File: config.mk
export PLATFORM = sky130hd
export DESIGN_NAME = limn2600_uart
export DESIGN_NICKNAME = d
export VERILOG_FILES = /design/src/rtl/limn2600_uart_pkg.sv /design/src/rtl/limn2600_fifo.sv /design/src/rtl/limn2600_uart.sv
export SDC_FILE = /design/constraint.sdc
export NUM_CORES = 1
export LEC_CHECK = 0
export CORE_MARGIN = 2
export CORE_UTILIZATION = 60
export DETAILED_ROUTE_END_ITERATION = 10
export PLACE_DENSITY = 0.88
export SYNTH_ARGS = -nofsm -noshare
export SYNTH_HDL_FRONTEND = slang
export SYNTH_SLANG_ARGS = --single-unit
File: constraint.sdc
create_clock -name clk -period 7.3 [get_ports clk]
set_input_delay 0.73 -clock clk [delete_from_list [all_inputs] [get_ports clk]]
set_output_delay 0.73 -clock clk [all_outputs]
set_load 0.02 [all_outputs]
File: src/rtl/limn2600_uart_pkg.sv
// Shared definitions for the Limn2600 transmit UART: register offsets, STATUS/CTRL
// bit positions and the bus/TX state encodings.
package limn2600_uart_pkg;

  localparam logic [1:0] REG_DATA    = 2'd0;
  localparam logic [1:0] REG_STATUS  = 2'd1;
  localparam logic [1:0] REG_CTRL    = 2'd2;
  localparam logic [1:0] REG_DIVISOR = 2'd3;

  localparam int unsigned ST_EMPTY     = 0;
  localparam int unsigned ST_FULL      = 1;
  localparam int unsigned ST_BUSY      = 2;
  localparam int unsigned ST_PENDING   = 3;
  localparam int unsigned ST_OVERFLOW  = 4;
  localparam int unsigned ST_COUNT_LSB = 8;

  localparam int unsigned CTRL_IRQ_EN    = 0;
  localparam int unsigned CTRL_CLR_PEND  = 1;
  localparam int unsigned CTRL_CLR_OVF   = 2;

  localparam logic [0:0] BIDLE = 1'b0;
  localparam logic [0:0] BACK  = 1'b1;

  localparam logic [1:0] TIDLE  = 2'd0;
  localparam logic [1:0] TSTART = 2'd1;
  localparam logic [1:0] TDATA  = 2'd2;
  localparam logic [1:0] TSTOP  = 2'd3;

  // A divisor of zero behaves as one clock per bit.
  function automatic logic [15:0] bit_len(input logic [15:0] div);
    return (div == 16'd0) ? 16'd1 : div;
  endfunction

endpackage

File: src/rtl/limn2600_fifo.sv
// Synchronous FIFO with extra-MSB pointers; a push while full is accepted only
// when a pop frees a slot on the same edge, otherwise it is reported as a drop.
module limn2600_fifo #(
  parameter int unsigned DEPTH = 16,
  parameter int unsigned WIDTH = 8,
  localparam int unsigned AW = $clog2(DEPTH)
) (
  input  logic             clk,
  input  logic             rst,
  input  logic             push,
  input  logic [WIDTH-1:0] push_data,
  input  logic             pop,
  output logic [WIDTH-1:0] pop_data,
  output logic             full,
  output logic             empty,
  output logic [AW:0]      count,
  output logic             drop
);

  logic [WIDTH-1:0] mem [DEPTH];
  logic [AW:0]      wr_ptr;
  logic [AW:0]      rd_ptr;
  logic             do_push;
  logic             do_pop;

  assign count    = wr_ptr - rd_ptr;
  assign empty    = (wr_ptr == rd_ptr);
  assign full     = (wr_ptr[AW] != rd_ptr[AW]) && (wr_ptr[AW-1:0] == rd_ptr[AW-1:0]);
  assign do_pop   = pop && !empty;
  assign do_push  = push && (!full || do_pop);
  assign drop     = push && !do_push;
  assign pop_data = mem[rd_ptr[AW-1:0]];

  always_ff @(posedge clk) begin
    if (rst) begin
      wr_ptr <= '0;
      rd_ptr <= '0;
    end else begin
      if (do_push) wr_ptr <= wr_ptr + 1'b1;
      if (do_pop)  rd_ptr <= rd_ptr + 1'b1;
    end
  end

  always_ff @(posedge clk) begin
    if (!rst && do_push) mem[wr_ptr[AW-1:0]] <= push_data;
  end

endmodule

File: src/rtl/limn2600_uart.sv
// Limn2600 bus-slave serial transmitter: CPU-written bytes are queued and sent 8N1 on txd.
// Optional LIMN2600_UART_TRACE_EN adds simulation-only trace messages.
module limn2600_uart
  import limn2600_uart_pkg::*;
#(
  parameter int unsigned FIFO_DEPTH = 16,
  parameter logic [15:0] DIV_RESET  = 16'd868
) (
  input  logic        clk,
  input  logic        rst,
  input  logic        cs,
  input  logic        we,
  input  logic [31:0] addr,
  input  logic [31:0] data_in,
  output logic [31:0] data_out,
  output logic        rdy,
  output logic        irq,
  output logic        txd
);

  localparam int unsigned AW = $clog2(FIFO_DEPTH);

  logic [0:0]  bstate;
  logic [31:0] rdata;
  logic        irq_en;
  logic        pending;
  logic        overflow;
  logic [15:0] divisor;
  logic [1:0]  tstate;
  logic [7:0]  shreg;
  logic [2:0]  bitcnt;
  logic [15:0] tcnt;
  logic [15:0] reload;

  logic        access;
  logic        wr;
  logic [1:0]  sel;
  logic        ctrl_wr;
  logic        tick;
  logic        tx_load;
  logic        set_pend;
  logic        clr_pend;
  logic        clr_ovf;
  logic        pending_nxt;
  logic        irq_en_nxt;
  logic [31:0] status;
  logic [31:0] rd_mux;

  logic        fifo_push;
  logic [7:0]  fifo_data;
  logic        fifo_full;
  logic        fifo_empty;
  logic [AW:0] fifo_count;
  logic        fifo_drop;

  logic        unused_bits;
  assign unused_bits = ^{addr[31:4], addr[1:0], data_in[31:16]};

  assign access    = (bstate == BIDLE) && cs;
  assign wr        = access && we;
  assign sel       = addr[3:2];
  assign ctrl_wr   = wr && (sel == REG_CTRL);
  assign fifo_push = wr && (sel == REG_DATA);
  assign tick      = (tcnt == 16'd0);
  assign reload    = bit_len(divisor) - 16'd1;
  // A stop bit ending with bytes queued reloads directly, so frames abut with no idle bit.
  assign tx_load   = !fifo_empty && ((tstate == TIDLE) || ((tstate == TSTOP) && tick));
  assign set_pend  = (tstate == TSTOP) && tick && fifo_empty;
  assign clr_pend  = ctrl_wr && data_in[CTRL_CLR_PEND];
  assign clr_ovf   = ctrl_wr && data_in[CTRL_CLR_OVF];
  assign pending_nxt = set_pend | (pending & ~clr_pend);
  assign irq_en_nxt  = ctrl_wr ? data_in[CTRL_IRQ_EN] : irq_en;

  limn2600_fifo #(
    .DEPTH(FIFO_DEPTH),
    .WIDTH(8)
  ) u_fifo (
    .clk      (clk),
    .rst      (rst),
    .push     (fifo_push),
    .push_data(data_in[7:0]),
    .pop      (tx_load),
    .pop_data (fifo_data),
    .full     (fifo_full),
    .empty    (fifo_empty),
    .count    (fifo_count),
    .drop     (fifo_drop)
  );

  always_comb begin
    status                = '0;
    status[ST_EMPTY]      = fifo_empty;
    status[ST_FULL]       = fifo_full;
    status[ST_BUSY]       = (tstate != TIDLE);
    status[ST_PENDING]    = pending;
    status[ST_OVERFLOW]   = overflow;
    status[ST_COUNT_LSB +: 8] = 8'(fifo_count);
  end

  always_comb begin
    rd_mux = '0;
    case (sel)
      REG_STATUS:  rd_mux = status;
      REG_CTRL:    rd_mux[CTRL_IRQ_EN] = irq_en;
      REG_DIVISOR: rd_mux[15:0] = divisor;
      default:     rd_mux = '0;
    endcase
  end

  always_ff @(posedge clk) begin
    if (rst) begin
      bstate <= BIDLE;
      rdata  <= '0;
    end else if (access) begin
      bstate <= BACK;
      rdata  <= we ? '0 : rd_mux;
    end else begin
      bstate <= BIDLE;
      rdata  <= '0;
    end
  end

  assign rdy      = (bstate == BACK);
  assign data_out = rdata;

  always_ff @(posedge clk) begin
    if (rst) begin
      irq_en   <= 1'b0;
      pending  <= 1'b0;
      overflow <= 1'b0;
      divisor  <= DIV_RESET;
      irq      <= 1'b0;
    end else begin
      irq_en   <= irq_en_nxt;
      pending  <= pending_nxt;
      overflow <= fifo_drop | (overflow & ~clr_ovf);
      irq      <= pending_nxt & irq_en_nxt;
      if (wr && (sel == REG_DIVISOR)) divisor <= data_in[15:0];
    end
  end

  always_ff @(posedge clk) begin
    if (rst) begin
      tstate <= TIDLE;
      shreg  <= '0;
      bitcnt <= '0;
      tcnt   <= '0;
    end else if (tx_load) begin
      tstate <= TSTART;
      shreg  <= fifo_data;
      bitcnt <= '0;
      tcnt   <= reload;
    end else begin
      case (tstate)
        TSTART: begin
          if (tick) begin
            tstate <= TDATA;
            tcnt   <= reload;
          end else begin
            tcnt <= tcnt - 16'd1;
          end
        end
        TDATA: begin
          if (tick) begin
            shreg  <= shreg >> 1;
            bitcnt <= bitcnt + 3'd1;
            tcnt   <= reload;
            if (bitcnt == 3'd7) tstate <= TSTOP;
          end else begin
            tcnt <= tcnt - 16'd1;
          end
        end
        TSTOP: begin
          if (tick) tstate <= TIDLE;
          else      tcnt   <= tcnt - 16'd1;
        end
        default: tstate <= TIDLE;
      endcase
    end
  end

  always_comb begin
    case (tstate)
      TSTART:  txd = 1'b0;
      TDATA:   txd = shreg[0];
      default: txd = 1'b1;
    endcase
  end

`ifdef LIMN2600_UART_TRACE_EN
  always_ff @(posedge clk) begin
    if (!rst && tx_load)   $display("uart: tx %02h", fifo_data);
    if (!rst && fifo_drop) $display("uart: overflow drop %02h", data_in[7:0]);
  end
`else
`endif

endmodule

---- Word-level counts from Yosys, hierarchy flattened ----
Memory sizes are Yosys's and may differ from the RTL's. A register that Yosys moved wholly into a read port is not among the register bits.
Index checks and enable logic that the tools add are counted.
storage, ports and cells
  register bits after elaboration ......... 92
  input bits .............................. 68
  ROM bits ................................ 0
  bits in writable memories ............... 128
  memories ................................ 1
  latch bits .............................. 0
memory list
  memory      words  bits a word  read ports  clocked after Yosys merged registers in  wr ports  RTL line             source
  u_fifo.mem  16     8            1           1                                        1         limn2600_fifo.sv:20  logic [WIDTH-1:0] mem [DEPTH];
operators by class
  shift operators ......................... 0
  muxes and demuxes ....................... 23
  magnitude comparators ................... 0
  multiply operators ...................... 0
  $add $sub $neg .......................... 6
  divide/modulo/power cells ............... 0
  reductions and logical operators ........ 38
  equality and inequality tests ........... 19
  bitwise operators ....................... 9
operators with widths
  kind                   count
  $mux 16                4
  $logic_not 16->1       2
  $pmux 16 s2            1
  $sub 16x1->16 const B  2
  $pmux 15 s2            1
  $mux 8                 3
  $logic_and 1x1->1      15
  $ne 3x2->1 const B     5
  $add 5x1->5 const B    2
  $eq 2x2->1 const B     4
  $mux 2                 4
  $mux 4                 2
  $ne 2x2->1 const B     4
  $reduce_and 4->1       2
  $pmux 2 s3             1
  $reduce_and 2->1       3
  $reduce_bool 2->1      3
  $reduce_or 2->1        3
  $eq 5x5->1             1
  $mux 1                 5
  $sub 5x5->5            1
  $eq 2x1->1 const B     2
  $eq 4x4->1             1
  $logic_not 1->1        4
  12 further kinds       20

---- Depth between registers and ports, before layout ----
  depth in word-level cells ............... 10
  mapped depth ............................ 12
  mapped depth without buffers ............ 10

---- Cells and area by module ----
Synthesis repeated with hierarchy kept, for this count alone.
second synthesis, totals
  cell total of the unflattened synthesis .. 732
  area, all modules ....................... 9,270.1 um^2
modules (own cells, without submodules)
  module         instances  cells an instance  area an instance (um^2)
  limn2600_fifo  1          308                5,713.0
  limn2600_uart  1          424                3,557.2

---- Worst setup path before layout ----
OpenSTA, ideal clock, no wires.
  path kind ............................... input to register
  start ................................... input port cs
  end ..................................... memory u_fifo.mem[0][0], enable pin
  stages on the path ...................... 5
  setup slack ............................. 4,249 ps
  buffers on the path ..................... 0
  setup time .............................. 395 ps
  arrival time ............................ 2,656 ps
  cell sequence ........................... nor2b_1 nand2_1 nor3_1 nand2_1 nor4_1
on the way
  cells in the longest elaborated chain, start to end .. 7
ends and longest elaborated chain
  what                          RTL line             source
  from (decl)                   limn2600_uart.sv:11  input logic cs,
  $logic_and 1x1->1             limn2600_uart.sv:59  assign access = (bstate == BIDLE) && cs;
  $logic_and 1x1->1             limn2600_uart.sv:60  assign wr = access && we;
  $logic_and 1x1->1             limn2600_uart.sv:63  assign fifo_push = wr && (sel == REG_DATA);
  $logic_and 1x1->1             limn2600_fifo.sv:30  assign do_push = push && (!full || do_pop);
  $logic_and 1x1->1             limn2600_fifo.sv:45  if (!rst && do_push) mem[wr_ptr[AW-1:0]] <= push_data;
  $mux 1                        limn2600_fifo.sv:45
  $mux 1 (not written as such)  limn2600_fifo.sv:45
  to (decl)                     limn2600_fifo.sv:20
No other way between the ends.

---- Final worst setup path ----
  start ................................... input port addr[3]
  end ..................................... memory u_fifo.mem[12][6], enable pin
on the way
  cells in the longest elaborated chain, start to end .. 6
ends and longest elaborated chain
  what                          RTL line             source
  from (decl)                   limn2600_uart.sv:13  input logic [31:0] addr,
  $logic_not 2->1               limn2600_uart.sv:63
  $logic_and 1x1->1             limn2600_uart.sv:63
  $logic_and 1x1->1             limn2600_fifo.sv:30
  $logic_and 1x1->1             limn2600_fifo.sv:45
  $mux 1                        limn2600_fifo.sv:45
  $mux 1 (not written as such)  limn2600_fifo.sv:45
No other way between the ends.

==> flow_metrics.tcl <==
set metrics [dict create \
    cts_setup_buffers 0 \
    r2r_setup_slack_ps 3460 \
    final_cell_mix "edfxtp_1, dfxtp_1, nand2_1, nor2_1, a21oi_1" \
    final_common_cell "edfxtp_1" \
    clock_path_buffers 3 \
    core-area_um2 15100 \
    grt_remaining_overflow 0 \
    die_y_um 128 \
    ios 103 \
    p_leak_nw 3.49 \
    wl_um 23200 \
    grt_setup_unrepaired "false" \
    rows 45 \
    gp_congestion 0.898 \
    status "finished, final reports clean" \
    numCtsBuffers 21 \
    p_int_w 0.00237 \
    dieArea_um2 16500 \
    ctsHoldBuffers 0 \
    port_buffers 40 \
    comb_power_share 0.273 \
    max_freq_mhz 232 \
    cts.htree.levels 1 \
    cp.arrival_ps 4400 \
    synthCells 769 \
    cp.required_ps 7390 \
    finalWorstPathRequiredPeriod_ps 4310 \
    vias 6770 \
    synthArstFlopShare 0 \
    switching_share 0.318 \
    firstDrtPassIters 5 \
    synthFlopType "edfxtp_1" \
    wire_per_inst_um 23.3 \
    fill_cells 940 \
    synth_cell_types 58 \
    dp_hpwl_um 13500 \
    worst_pin_slew_ps 1360 \
    ctsResizeCount 0 \
    max_slew_margin 0.0847 \
    cp-start-kind "input pin" \
    finalSetupViolCount 0 \
    ys_seq_area_frac 0.588 \
    drc 0 \
    finalPower_w 0.00347 \
    synth_edf_count 128 \
    worst_setup_path_end_kind "flip-flop" \
    slew_violations 0 \
    drt_iter0_drc 972 \
    cp_max_fo 28 \
    antenna_found_initial 0 \
    clkSinkCount 208 \
    setup_tns_ps 0 \
    insertion_delay_ps 490 \
    grt_pass1_wl_um 36400 \
    ys_seq_elements 208 \
    ant_nets 0 \
    grt_max_degree 62 \
    areaGrowthSynthToFinish_pct 12.8 \
    yosys_warnings 0 \
    cts-root-buf "clkbuf_16" \
    grtUsageTotal 0.287 \
    nNetsFinal 882 \
    fin_crit_sh 0.591 \
    grt_pass1_vias 6479 \
    maxCapViolCount 0 \
    layout-drive-gt1-share 0.103 \
    power-per-cell-area_nw_per_um2 332 \
    switching_power_w 0.00110 \
    skew_ps 10.1 \
    p_clk_frac 0.337 \
    clkSlewWorstSetupHoldPaths_ps 70 \
    vias_per_cell 6.79 \
    diodes 0 \
    avgSynthCellArea_um2 12.0 \
    path_class "input pin to flip-flop" \
    hold_viol_final 0 \
    start_util 0.612 \
    syn_area_um2 9270 \
    vdd_drop_max_mv 0.313 \
    cts_tree "yes" \
    die_w_um 128 \
    sequentialPowerShare 0.391 \
    hp-class "flip-flop to flip-flop" \
]
## final timing paths
kind | start | endpoint | cells past startpoint
worst max-delay path | addr[3] | u_fifo.mem[12][6] | 4
worst min-delay path | shreg[7] | shreg[7] | 2
worst max register to register | tcnt[0] | u_fifo.mem[12][6] | 7
worst min register to register | shreg[7] | shreg[7] | 2
## cells in the mapped netlist, types with 12 or more instances
cell,instances,area share
nor2_1,68,0.028
mux4_2,32,0.078
nor3_1,25,0.014
o21ai_0,16,0.0086
nand3_1,21,0.011
dfxtp_1,80,0.17
inv_1,15,0.0061
buf_4,17,0.014
edfxtp_1,128,0.41
a21oi_1,54,0.029
xnor2_1,13,0.012
mux2i_1,21,0.023
and3_1,12,0.0081
ha_1,18,0.024
clkbuf_1,30,0.012
nor4_1,14,0.0095
nand2_1,74,0.030
## per-stage QoR
| step | util | hold WS (ps) | area [um2] | setup slack (ps) | std cells |
|---|---|---|---|---|---|
| 2_1_floorplan | - | 448 | 9320 | 4250 | 784 |
| 3_3_place_gp | 0.641 | 461 | 9700 | 2920 | 959 |
| 3_5_place_dp | 0.641 | 468 | 9700 | 2760 | 959 |
| 4_1_cts | 0.690 | 479 | 10400 | 3110 | 996 |
| 5_1_grt | 0.690 | 500 | 10500 | 2820 | 997 |
| 6_report | 0.690 | 479 | 10500 | 2990 | 997 |
## cells by family after synthesis
| group | share of synthesized area |
|---|---|
| and+or+nand+nor | 0.137 |
| DFF | 0.588 |
| AOI/OAI and AO/OA | 0.0882 |
| buffers and inverters | 0.0397 |
| muxes | 0.100 |
| xor gates and xnor gates | 0.0198 |
| adders and majority gates | 0.0265 |
| other | 0.000405 |
## critical path, cell delays in order
cell and delay (ps):
clkdlybuf4s50_1 970, nor3_1 960, nand2_1 530, nor3_1 1210
## state kept, by name, indices dropped and copies added, names as in the netlist, named ones only
name and flops:
tstate 2, shreg 8, bitcnt 3, u_fifo.mem 128, pending 1, data_out 16, u_fifo.rd_ptr 5, divisor 16
irq_en 1, u_fifo.wr_ptr 5, tcnt 16, rdy 1, overflow 1, irq 1
## per-layer routing
layer,wire (um),global-route usage,vias up
met3,2240,0.0543,101
met5,0,0,-
met1,8700,0.382,3266
met4,1000,0.116,0
met2,11300,0.469,501
li1,-,-,2902
## power by group through the flow
stage | combinational (W) | clock, W | sequential, W
CTS | 0.000919 | 0.00117 | 0.00136
finish | 0.000946 | 0.00117 | 0.00136
global route | 0.00102 | 0.00122 | 0.00136
global placement | 0.000883 | 0 | 0.00138
floorplan | 0.000729 | 0 | 0.00136
detailed placement | 0.000904 | 0 | 0.00138
## layout make-up
cell class | count | area (um2) | area share
Clock inverter | 12 | 194 | 0.0185
Multi-Input combinational cell | 500 | 3510 | 0.336
Tap cell | 188 | 235 | 0.0225
Inverter | 15 | 56.3 | 0.00539
Timing Repair Buffer | 49 | 463 | 0.0443
Clock buffer | 25 | 551 | 0.0527
Sequential cell | 208 | 5450 | 0.521
Power figures use the tool's default switching activity.
